[src/rtl/calc_pkg.sv]
// Shared encodings for the multi-cycle execute unit.
// Op codes, operand-B selects and control FSM states.
package calc_pkg;

  typedef enum logic [2:0] {
    OP_ADD = 3'd0,
    OP_SUB = 3'd1,
    OP_AND = 3'd2,
    OP_OR  = 3'd3,
    OP_XOR = 3'd4,
    OP_SLL = 3'd5,
    OP_SRA = 3'd6,
    OP_MUL = 3'd7
  } alu_op_e;

  typedef enum logic [1:0] {
    SRCB_B    = 2'd0,
    SRCB_INC  = 2'd1,
    SRCB_IMM  = 2'd2,
    SRCB_IMM2 = 2'd3
  } srcb_e;

  typedef enum logic [1:0] {
    ST_IDLE = 2'd0,
    ST_RUN  = 2'd1,
    ST_DONE = 2'd2
  } state_e;

endpackage

[src/rtl/calc_src_mux.sv]
// Operand selection for the execute unit.
// X is PC or A; Y is B, the PC increment, Imm or Imm<<1.
module calc_src_mux
  import calc_pkg::*;
#(
  parameter int WIDTH = 16,
  parameter int INC   = 2
) (
  input  logic             src_a,
  input  srcb_e            src_b,
  input  logic [WIDTH-1:0] a,
  input  logic [WIDTH-1:0] b,
  input  logic [WIDTH-1:0] pc,
  input  logic [WIDTH-1:0] imm,
  output logic [WIDTH-1:0] x,
  output logic [WIDTH-1:0] y
);

  // Pick both operands from their sources.
  always_comb begin
    x = src_a ? a : pc;
    y = b;
    unique case (src_b)
      SRCB_B:    y = b;
      SRCB_INC:  y = WIDTH'(INC);
      SRCB_IMM:  y = imm;
      SRCB_IMM2: y = imm << 1;
    endcase
  end

endmodule

[src/rtl/multicycle_alu.sv]
// Multi-cycle execute unit with start/busy/done handshake.
// Define MULTICYCLE_ALU_MUL_EN to build the iterative multiplier.
module multicycle_alu
  import calc_pkg::*;
#(
  parameter int WIDTH = 16,
  parameter int INC   = 2
) (
  input  logic             clk,
  input  logic             reset,
  input  logic [WIDTH-1:0] input_A,
  input  logic [WIDTH-1:0] input_B,
  input  logic [WIDTH-1:0] input_PC,
  input  logic [WIDTH-1:0] input_Imm,
  input  logic             input_ALUSrcA,
  input  logic [1:0]       input_ALUSrcB,
  input  logic [2:0]       input_ALUOp,
  input  logic             input_start,
  output logic [WIDTH-1:0] output_ALU,
  output logic             output_Zero,
  output logic             output_negative,
  output logic             output_carry,
  output logic             output_overflow,
  output logic             output_busy,
  output logic             output_done,
  output logic             output_illegal
);

  localparam int LW = $clog2(WIDTH);
  localparam int CW = LW + 1;
`ifdef MULTICYCLE_ALU_MUL_EN
  localparam int PW = 2 * WIDTH;
`else
  localparam int PW = WIDTH;
`endif

  logic [WIDTH-1:0] x_sel, y_sel;
  logic [LW-1:0]    k_amt;
  logic [WIDTH:0]   sum_w;
  logic [WIDTH-1:0] dif_w;
  alu_op_e          op_in;

  state_e           state_q, state_d;
  alu_op_e          op_q, op_d;
  logic [PW-1:0]    prod_q, prod_d;
  logic [CW-1:0]    cnt_q, cnt_d;
  logic [WIDTH-1:0] alu_q, alu_d;
  logic             zero_q, zero_d;
  logic             neg_q, neg_d;
  logic             carry_q, carry_d;
  logic             ovf_q, ovf_d;
  logic             ill_q, ill_d;
`ifdef MULTICYCLE_ALU_MUL_EN
  logic [WIDTH-1:0] x_q, x_d;
  logic [WIDTH:0]   madd;
`endif

  logic [WIDTH-1:0] res;
  logic             cy, ov, upd;

  calc_src_mux #(
    .WIDTH(WIDTH),
    .INC  (INC)
  ) u_src (
    .src_a(input_ALUSrcA),
    .src_b(srcb_e'(input_ALUSrcB)),
    .a    (input_A),
    .b    (input_B),
    .pc   (input_PC),
    .imm  (input_Imm),
    .x    (x_sel),
    .y    (y_sel)
  );

  assign op_in = alu_op_e'(input_ALUOp);
  assign k_amt = y_sel[LW-1:0];
  assign sum_w = {1'b0, x_sel} + {1'b0, y_sel};
  assign dif_w = x_sel - y_sel;

  // Next state, iteration step and result/flag capture.
  always_comb begin
    state_d = state_q;
    op_d    = op_q;
    prod_d  = prod_q;
    cnt_d   = cnt_q;
    alu_d   = alu_q;
    zero_d  = zero_q;
    neg_d   = neg_q;
    carry_d = carry_q;
    ovf_d   = ovf_q;
    ill_d   = 1'b0;
    res     = '0;
    cy      = 1'b0;
    ov      = 1'b0;
    upd     = 1'b0;
`ifdef MULTICYCLE_ALU_MUL_EN
    x_d     = x_q;
    madd    = '0;
`endif
    if (state_q == ST_RUN) begin
      case (op_q)
        OP_SLL: begin
          res    = {prod_q[WIDTH-2:0], 1'b0};
          cy     = prod_q[WIDTH-1];
          prod_d[WIDTH-1:0] = res;
        end
        OP_SRA: begin
          res    = {prod_q[WIDTH-1], prod_q[WIDTH-1:1]};
          cy     = prod_q[0];
          prod_d[WIDTH-1:0] = res;
        end
`ifdef MULTICYCLE_ALU_MUL_EN
        OP_MUL: begin
          madd   = {1'b0, prod_q[PW-1:WIDTH]}
                 + (prod_q[0] ? {1'b0, x_q} : '0);
          prod_d = {madd, prod_q[WIDTH-1:1]};
          res    = prod_d[WIDTH-1:0];
          ov     = |prod_d[PW-1:WIDTH];
        end
`endif
        default: ;
      endcase
      cnt_d = cnt_q - CW'(1);
      if (cnt_q == CW'(1)) begin
        state_d = ST_DONE;
        upd     = 1'b1;
      end
    end else begin
      if (state_q == ST_DONE) state_d = ST_IDLE;
      if (input_start) begin
        op_d = op_in;
        unique case (op_in)
          OP_ADD: begin
            res = sum_w[WIDTH-1:0];
            cy  = sum_w[WIDTH];
            ov  = (x_sel[WIDTH-1] == y_sel[WIDTH-1])
               && (res[WIDTH-1] != x_sel[WIDTH-1]);
            upd = 1'b1;
            state_d = ST_DONE;
          end
          OP_SUB: begin
            res = dif_w;
            cy  = (x_sel >= y_sel);
            ov  = (x_sel[WIDTH-1] != y_sel[WIDTH-1])
               && (res[WIDTH-1] != x_sel[WIDTH-1]);
            upd = 1'b1;
            state_d = ST_DONE;
          end
          OP_AND: begin
            res = x_sel & y_sel;
            upd = 1'b1;
            state_d = ST_DONE;
          end
          OP_OR: begin
            res = x_sel | y_sel;
            upd = 1'b1;
            state_d = ST_DONE;
          end
          OP_XOR: begin
            res = x_sel ^ y_sel;
            upd = 1'b1;
            state_d = ST_DONE;
          end
          OP_SLL, OP_SRA: begin
            if (k_amt == '0) begin
              res = x_sel;
              upd = 1'b1;
              state_d = ST_DONE;
            end else begin
              prod_d  = PW'(x_sel);
              cnt_d   = {1'b0, k_amt};
              state_d = ST_RUN;
            end
          end
          OP_MUL: begin
`ifdef MULTICYCLE_ALU_MUL_EN
            prod_d  = PW'(y_sel);
            x_d     = x_sel;
            cnt_d   = CW'(WIDTH);
            state_d = ST_RUN;
`else
            ill_d   = 1'b1;
            state_d = ST_DONE;
`endif
          end
        endcase
      end
    end
    if (upd) begin
      alu_d   = res;
      zero_d  = (res == '0);
      neg_d   = res[WIDTH-1];
      carry_d = cy;
      ovf_d   = ov;
    end
  end

  // State, datapath and result registers.
  always_ff @(posedge clk or negedge reset) begin
    if (!reset) begin
      state_q <= ST_IDLE;
      op_q    <= OP_ADD;
      prod_q  <= '0;
      cnt_q   <= '0;
      alu_q   <= '0;
      zero_q  <= 1'b0;
      neg_q   <= 1'b0;
      carry_q <= 1'b0;
      ovf_q   <= 1'b0;
      ill_q   <= 1'b0;
`ifdef MULTICYCLE_ALU_MUL_EN
      x_q     <= '0;
`endif
    end else begin
      state_q <= state_d;
      op_q    <= op_d;
      prod_q  <= prod_d;
      cnt_q   <= cnt_d;
      alu_q   <= alu_d;
      zero_q  <= zero_d;
      neg_q   <= neg_d;
      carry_q <= carry_d;
      ovf_q   <= ovf_d;
      ill_q   <= ill_d;
`ifdef MULTICYCLE_ALU_MUL_EN
      x_q     <= x_d;
`endif
    end
  end

  assign output_ALU      = alu_q;
  assign output_Zero     = zero_q;
  assign output_negative = neg_q;
  assign output_carry    = carry_q;
  assign output_overflow = ovf_q;
  assign output_busy     = (state_q == ST_RUN);
  assign output_done     = (state_q == ST_DONE);
  assign output_illegal  = ill_q;

endmodule
[config.mk]
export PLATFORM = sky130hd
export DESIGN_NAME = multicycle_alu
export DESIGN_NICKNAME = d
export VERILOG_FILES = /design/src/rtl/calc_pkg.sv /design/src/rtl/calc_src_mux.sv /design/src/rtl/multicycle_alu.sv
export SDC_FILE = /design/constraint.sdc
export NUM_CORES = 1
export LEC_CHECK = 0
export ABC_AREA = 0
export CAP_MARGIN = 20
export CORE_UTILIZATION = 55
export CTS_CLUSTER_DIAMETER = 120
export DETAILED_ROUTE_END_ITERATION = 7
export PLACE_DENSITY = 0.91
export SYNTH_ARGS = -nofsm -noshare
export SYNTH_HDL_FRONTEND = slang
export SYNTH_SLANG_ARGS = --single-unit
[constraint.sdc]
create_clock -name clk -period 3.2 [get_ports clk]
set_input_delay 0.48 -clock clk [delete_from_list [all_inputs] [get_ports clk]]
set_output_delay 0.48 -clock clk [all_outputs]
set_load 0.05 [all_outputs]
==> results of run 1 <==
==> cell usage after synthesis, drive strengths merged, types with 12 or more instances <==
master,n,area (um^2)
clkbuf,33,124
xnor2,18,158
nor3,17,95.1
dfrtp,46,1150
buf,12,71.3
a21oi,48,240
ha,58,726
nor2,66,250
o21ai,46,234
mux2,32,368
a22o,16,140
nand2,53,201
o211ai,39,293
inv,70,263
==> per-stage QoR <==
| step | setup TNS [ns] | hold WS, ns | area [um^2] |
|---|---|---|---|
| after floorplan | -1.08 | 0.184 | 5840 |
| after global placement | -15.39 | 0.462 | 8150 |
| after detailed placement | -19.00 | 0.477 | 8150 |
| after CTS | -0.980 | 0.353 | 9230 |
==> layer usage <==
metal,GRT usage,overflow
met1,0.852,3
met2,1.02,127
met3,0.770,6
met4,0.967,106
met5,0.305,0
==> logic make-up after synthesis <==
family	Yosys count
multiplexers	40
AO/OA/AOI/OAI	248
adder cells (fa/ha/maj)	60
AND/OR/NAND/NOR	196
flip-flops	46
buffers and inverters	115
XOR/XNOR	22
==> what timing repair did <==
item	CTS
setup buffers	41
pin swaps	77
setup endpoints to repair	31
resized for setup	166
cloned	1
==> metrics.csv, run 1 <==
metric,value,unit
status,aborted with a tool error,
Stop stage,global routing,
stop err,[ERROR GRT-0232] Routing congestion too high. Check the congestion heatmap in the GUI.,
number of synthesized flops with an enable pin,0,
post-synthesis xor/xnor area fraction,0.0339,
GRT repair_timing worst endpoint,output_ALU[12]$_DFFE_PN0P_/D,
HPWL after DPL,17900,um
die width,104,um
adder-cell area share of the yosys netlist,0.135,
CTS max path bufs,2,
Worst EP kind,sequential cell input,
post-synthesis compound-gate area fraction,0.305,
CTS Buf Count,5,
largest family of logic cells by synthesized area,compound AO/OA/AOI/OAI gates,
post-synthesis mux area share,0.0788,
Synth cell types,74,
Die Height,104,um
ys flop type,dfrtp_1,
maximum level of the CTS H-tree,2,
Placed Cells,1100,
grt ovf,242,
IO Count,96,
CTS root buf,clkbuf_8,
Starting Density,0.573,
clk sinks,46,
Yosys warning count,0,
share of synthesized flip-flops with an asynchronous set or reset,1.00,
GPL Wtd Cong,1.15,
Post-Syn Nets,860,
gr usage total,0.880,
dpl ws,-1.28,ns
number of I/O port buffers,95,
hold_buf cts,0,
register area share after synthesis,0.203,
Post-Syn Area,0.00568,mm^2
#FFs+latches synth,46,
Synth Area in Simple Gates,0.164,
mean post-synth cell area,7.82,um^2
FP Rows,36,
pin count of the biggest net entering global routing,47,
Cells after Synth,727,
==> run 2, diff against run 1 <==
--- a/config.mk
+++ b/config.mk
@@ -7,10 +7,9 @@
 export LEC_CHECK = 0
 export ABC_AREA = 0
 export CAP_MARGIN = 20
-export CORE_UTILIZATION = 55
-export CTS_CLUSTER_DIAMETER = 120
+export CORE_UTILIZATION = 40
 export DETAILED_ROUTE_END_ITERATION = 7
-export PLACE_DENSITY = 0.91
+export PLACE_DENSITY_LB_ADDON = 0.15
 export SYNTH_ARGS = -nofsm -noshare
 export SYNTH_HDL_FRONTEND = slang
 export SYNTH_SLANG_ARGS = --single-unit
==> metrics.csv, run 2 <==
metric,value,unit,change
flop-to-flop setup slack,0.45,ns,
initial antenna violation count,0,,
"Data arrival, critical path",3.77,ns,
CTS Buf Count,5,,unchanged
CTS max path bufs,2,,unchanged
Yosys warning count,0,,unchanged
DIE AREA,0.0147,mm^2,
Sw Share,0.464,,
Fillers,1148,,
Post-Syn Area,0.00568,mm^2,unchanged
fmax,279,MHz,
Non-Filler Instances,1205,,
core area,0.0139,mm^2,
Placed Cells,1160,,+5.5%
Comb power frac,0.659,,
GPL Wtd Cong,1.01,,-12%
maximum level of the CTS H-tree,2,,unchanged
n_diodes,0,,
Total Wirelength,22800,um,
share of synthesized flip-flops with an asynchronous set or reset,1.00,,unchanged
"Area growth, synth to finish",66.6,%,
Most common cell on crit path,a22oi_2,,
net switching power,2280,uW,
drt via density,5.67,,
Synth area leaders,"dfrtp_1 (20%), ha_1 (13%), mux2_2 (5.9%)",,
"count leader, synth",inv_1,,
CP top delay family,compound AO/OA/AOI/OAI gates,,
final clock period utilization by the worst path,1.12,,
Starting Density,0.409,,-0.164
#FFs+latches synth,46,,unchanged
ys flop type,dfrtp_1,,
maximum fanout along the worst path,6,,
post-synth top area cell,dfrtp_1,,
Synth top area share,0.203,,unchanged
CP Capture Type,register,,
vias in the first global route,6808,,
fin nets,1157,,
pwr/cell area,518,mW/mm^2,
Routed Antenna Nets,0,,
number of I/O port buffers,95,,unchanged
critical path class,in2reg,,
Leakage,0.00419,uW,
Synth top cells by count,"inv_1 (68), nor2_1 (65), ha_1 (58)",,
Cells after Synth,727,,unchanged
DR WL/cell,18.9,um,
Crit path required time,3.38,ns,
Worst slew margin,0.362,,
Worst-Skew Late Latency,0.29,ns,
routed vias,6836,,
Multi-input gate area,0.00483,mm^2,
mean post-synth cell area,7.82,um^2,unchanged
most frequent cells in the layout,"buf_4 (219), clkdlybuf4s50_1 (74), inv_1 (61), nor2_1 (61), nand2_1 (51)",,
HPWL after DPL,17700,um,-1.2%
die width,121,um,+17%
Final setup viols,7,,
Die Height,121,um,+17%
register area share after synthesis,0.203,,unchanged
critical path buffer and inverter count,3,,
max-capacitance violation count,0,,
layout cells sized above 1,0.394,,
IO Count,96,,unchanged
CTS tree,done,,
CP max stage cell,o41ai_2,,
Worst Setup SP,input_ALUSrcB[0],,
hold_buf cts,0,,unchanged
clk sinks,46,,unchanged
FP Rows,43,,+19%
pin count of the biggest net entering global routing,47,,
Clk pwr share,0.117,,
RSZ-0062 raised after global routing,true,,
gr usage total,0.314,,
Reg area,0.00115,mm^2,
"slowest stage delay, CP",0.35,ns,
Post-Syn Nets,860,,unchanged
Clock transition at path regs,0.06,ns,
final worst slack,-0.390,ns,
failing checks,setup timing,,
R2R Path Start,state_q[0],,
internal power,2630,uW,
status,"complete, but fails checks",,
Post-route DRC,0,,
actual slew at the worst max-slew pin,0.957,ns,
worst path cell trace,"buf_8, buf_6, mux2_4, a22oi_2, buf_4, ha_4, and2b_2, a22oi_2, a31oi_4, o31ai_4, a211oi_2, nor3_2, xnor2_1, a221o_1, a2bb2oi_2, o41ai_2",,
Startpoint Class,input pin,,
CTS root buf,clkbuf_16,,
maximum VDD drop,0.000282,V,
first-pass GRT wire length,35800,um,
Sequential Power Share,0.224,,
"Core Util, Final",0.682,,
DRT Pass-1 Iters,7,,
crit path time final,3.59,ns,
HP Class,in2async,,
Synth cell types,74,,unchanged
final clock skew,0.00462,ns,
number of synthesized flops with an enable pin,0,,unchanged
number of slew-limit violations in the final report,0,,
DR iter-0 viols,680,,
"commonest non-fill, non-tap cell in the layout",buf_4,,
Final Hold Viols,0,,
grt ovf,0,,
## run 2: cell counts after synthesis
No cell type changed its count.
## run 2: repair_timing
action                                 in CTS  in global routing
pin swaps                                  71                 34
resized for setup                         143                 48
endpoints found under the hold margin       0                  0
buffers inserted                           36                  8
cloned                                      0                  0
setup endpoints to repair                  31                 26
## run 2: area by class of cell
cell class                 instances  share of cell area
clock buffer                       8              0.0176
inverter                          70              0.0281
multi-input combinational        566               0.510
sequential                        46               0.122
tap                              180              0.0238
timing repair buffer             335               0.299
## run 2: cells by family (layout without fill, tap and decap cells)
family	after synthesis	count (layout)	synth area share
flops	46	46	0.203
xor+xnor	22	22	0.0339
mux	40	40	0.0788
fa+ha+maj	60	60	0.135
simple gates	196	196	0.164
compound gates	248	248	0.305
buf+inv	115	413	0.0806
## run 2: layer usage
layer,up-vias,track usage,routed length [um]
met4,0,0.0872,465
met5,-,0,0
li1,3242,-,-
met1,3255,0.416,10000
met2,301,0.535,10900
met3,38,0.0348,1340
## run 2: worst paths after layout
path | cells after the start | to
min in group clk | 2 | output_ALU[7]
min | 1 | cnt_q[3]
max in group asynchronous | 2 | prod_q[1]
max | 16 | output_Zero
min reg2reg | 2 | output_ALU[7]
max reg2reg | 11 | output_Zero
## run 2: worst reg2reg max path, cell delays in order (launching register included)
cell and delay [ns]:
dfrtp_1 0.41, nand2b_1 0.36, inv_1 0.11, and3_1 0.28, buf_4 0.22, a22oi_1 0.27
o211ai_1 0.16, a21oi_2 0.12, a22o_1 0.18, and3_1 0.17, nand4_1 0.11, o41ai_2 0.25
## run 2: metrics by stage
| step | setup slack (ns) | area (um^2) | hold slack [ns] | setup TNS (ns) | power [uW] |
|---|---|---|---|---|---|
| after floorplan | -0.290 | 5840 | 0.184 | -1.08 | 2770 |
| after global placement | -1.35 | 8290 | 0.461 | -18.42 | 3850 |
| after detailed placement | -1.38 | 8290 | 0.473 | -20.07 | 3910 |
| after CTS | -0.335 | 9220 | 0.405 | -0.916 | 4750 |
| after global routing | -0.518 | 9470 | 0.0413 | -2.44 | 5210 |
| final | -0.390 | 9470 | 0.0298 | -1.42 | 4910 |
## run 2: power groups by stage
stage                     logic [uW]  registers [uW]  clock network [uW]
final                           3230            1100                 576
after global routing            3470            1130                 611
after CTS                       3080            1090                 580
after detailed placement        2820            1090                   0
after global placement          2770            1090                   0
after floorplan                 1360            1410                   0
Note: power is estimated with default switching activity, not from simulation.
==> run 3, diff against run 2 <==
--- a/config.mk
+++ b/config.mk
@@ -10,6 +10,7 @@
 export CORE_UTILIZATION = 40
 export DETAILED_ROUTE_END_ITERATION = 7
 export PLACE_DENSITY_LB_ADDON = 0.15
+export SLEW_MARGIN = 40
 export SYNTH_ARGS = -nofsm -noshare
 export SYNTH_HDL_FRONTEND = slang
 export SYNTH_SLANG_ARGS = --single-unit
==> metrics.csv, run 3 (same netlist as run 2, synthesis figures left out) <==
metric,value,unit,change
drt via density,5.73,,+0.97%
Leakage,0.00423,uW,+0.98%
Setup TNS,-1.40,ns,+0.0192 ns
crit path time final,3.56,ns,-0.0331 ns
"commonest non-fill, non-tap cell in the layout",buf_4,,
Routed Antenna Nets,0,,unchanged
Final Hold Viols,0,,unchanged
Clock transition at path regs,0.06,ns,about the same
die width,121,um,unchanged
Non-Filler Instances,1205,,unchanged
"Area growth, synth to finish",67.9,%,
vias in the first global route,6848,,+0.59%
final clock period utilization by the worst path,1.11,,-0.0103
CTS root buf,clkbuf_16,,
DIE AREA,0.0147,mm^2,unchanged
flop-to-flop setup slack,0.43,ns,-0.02 ns
HP Class,in2async,,
Die Height,121,um,unchanged
failing checks,"DRC, setup timing",,
IO Count,96,,unchanged
Placed Cells,1160,,unchanged
CTS max path bufs,2,,unchanged
grt ovf,0,,unchanged
fin nets,1157,,unchanged
gr usage total,0.319,,+0.00529
core area,0.0139,mm^2,unchanged
number of slew-limit violations in the final report,0,,unchanged
DRT Pass-1 Iters,8,,+1
maximum VDD drop,0.000285,V,+1.1%
final worst slack,-0.357,ns,+0.0331 ns
maximum level of the CTS H-tree,2,,unchanged
maximum fanout along the worst path,5,,-1
Final setup viols,7,,unchanged
pin count of the biggest net entering global routing,47,,unchanged
Worst slew margin,0.474,,+0.112
Total Wirelength,22900,um,+0.49%
FP Rows,43,,unchanged
"Core Util, Final",0.687,,+0.00523
Post-route DRC,1,,+1
DR WL/cell,19.0,um,+0.49%
most frequent cells in the layout,"buf_4 (215), clkdlybuf4s50_1 (73), inv_1 (61), nor2_1 (60), nand2_1 (51)",,
reg-to-reg critical path endpoint,output_Zero,,
CTS Buf Count,5,,unchanged
Startpoint Class,input pin,,
Crit path required time,3.38,ns,about the same
clk sinks,46,,unchanged
RSZ-0062 raised after global routing,true,,
actual slew at the worst max-slew pin,0.787,ns,-0.171 ns
DR iter-0 viols,607,,-11%
CP Capture Type,register,,
n_diodes,0,,unchanged
initial antenna violation count,0,,unchanged
Fillers,1127,,-1.8%
routed vias,6902,,+0.97%
first-pass GRT wire length,36300,um,+1.4%
"Data arrival, critical path",3.74,ns,-0.03 ns
max-capacitance violation count,0,,unchanged
HPWL after DPL,17700,um,about the same
R2R Path Start,state_q[0],,
GPL Wtd Cong,1.01,,unchanged
CTS tree,done,,
Worst-Skew Late Latency,0.29,ns,about the same
layout cells sized above 1,0.395,,+0.000976
fmax,281,MHz,+0.93%
final clock skew,0.00375,ns,-0.000868 ns
Worst Reg-to-Reg Cells,9,,-2
critical path class,in2reg,,
number of I/O port buffers,95,,unchanged
hold_buf cts,0,,unchanged
status,"complete, but fails checks",,
pwr/cell area,520,mW/mm^2,+0.28%
Starting Density,0.409,,unchanged
==> run 3: changes by cell type in the layout (fill, tap and decap cells not counted), sizes merged <==
cell and delta:
clkdlybuf4s15 -1, clkdlybuf4s50 -1, dlygate4sd2 +1, dlymetal6s2s +1
==> run 3: how the worst max path moves through the flow <==
stage | startpoint | to | slack (ns)
final | input_ALUSrcB[0] | output_Zero | -0.36
after global routing | input_ALUSrcB[0] | output_Zero | -0.53
after CTS | input_ALUSrcB[0] | output_Zero | -0.32
after detailed placement | input_ALUSrcB[0] | output_Zero | -1.40
after global placement | input_ALUSrcB[0] | output_Zero | -1.35
after floorplan | input_ALUSrcB[0] | output_ALU[13] | -0.29
==> run 3: metal layers <==
metal  GRT usage  vias up  routed length [um]  part of all wire
met2       0.535      293               10800              0.47
met1       0.424     3299               10100              0.44
met5           0        -                   0                 0
li1            -     3254                   -                 -
met3      0.0301       56                1350             0.059
met4       0.116        0                 692             0.030
==> run 3: report_power, final <==
part / switching (uW) / internal (uW) / total [uW]
logic: 1820 / 1460 / 3280
clock network: 220 / 354 / 574
registers: 254 / 846 / 1100
==> run 3: what timing repair did <==
action / CTS / global route
setup buffers: 40 / 12
pin swaps: 69 / 59
resized for setup: 153 / 51
hold endpoints to repair: 0 / 0
gates cloned: 0 / 0
endpoints found under the setup margin: 31 / 14
==> run 3: cell type report <==
type / instances / area [um^2] / area share
well taps: 180 / 225 / 0.0236
repair buffers: 335 / 2860 / 0.299
flip-flops and latches: 46 / 1150 / 0.121
clock buffers: 8 / 166 / 0.0174
inverters: 70 / 269 / 0.0282
multi-input cells: 566 / 4870 / 0.511
==> run 3: through the flow <==
stage                     hold WS [ns]  setup slack, ns  power (uW)  area (um^2)
after global placement           0.461            -1.35        3850         8290
after detailed placement         0.472            -1.40        3910         8300
after floorplan                  0.184           -0.290        2770         5840
after CTS                        0.209           -0.315        4800         9310
after global routing             0.237           -0.526        5260         9540
final                            0.189           -0.357        4960         9540
==> run 3: worst max-delay path: stages <==
cell and delay, ns:
buf_8 0.10, buf_4 0.12, mux2_4 0.29, a22o_4 0.25, ha_4 0.27, and2b_2 0.22, a22oi_2 0.26, a31oi_4 0.15
o31ai_4 0.23, a211oi_2 0.12, nor3_2 0.29, xnor2_1 0.12, a221o_1 0.31, a2bb2oi_2 0.18, o41ai_2 0.35
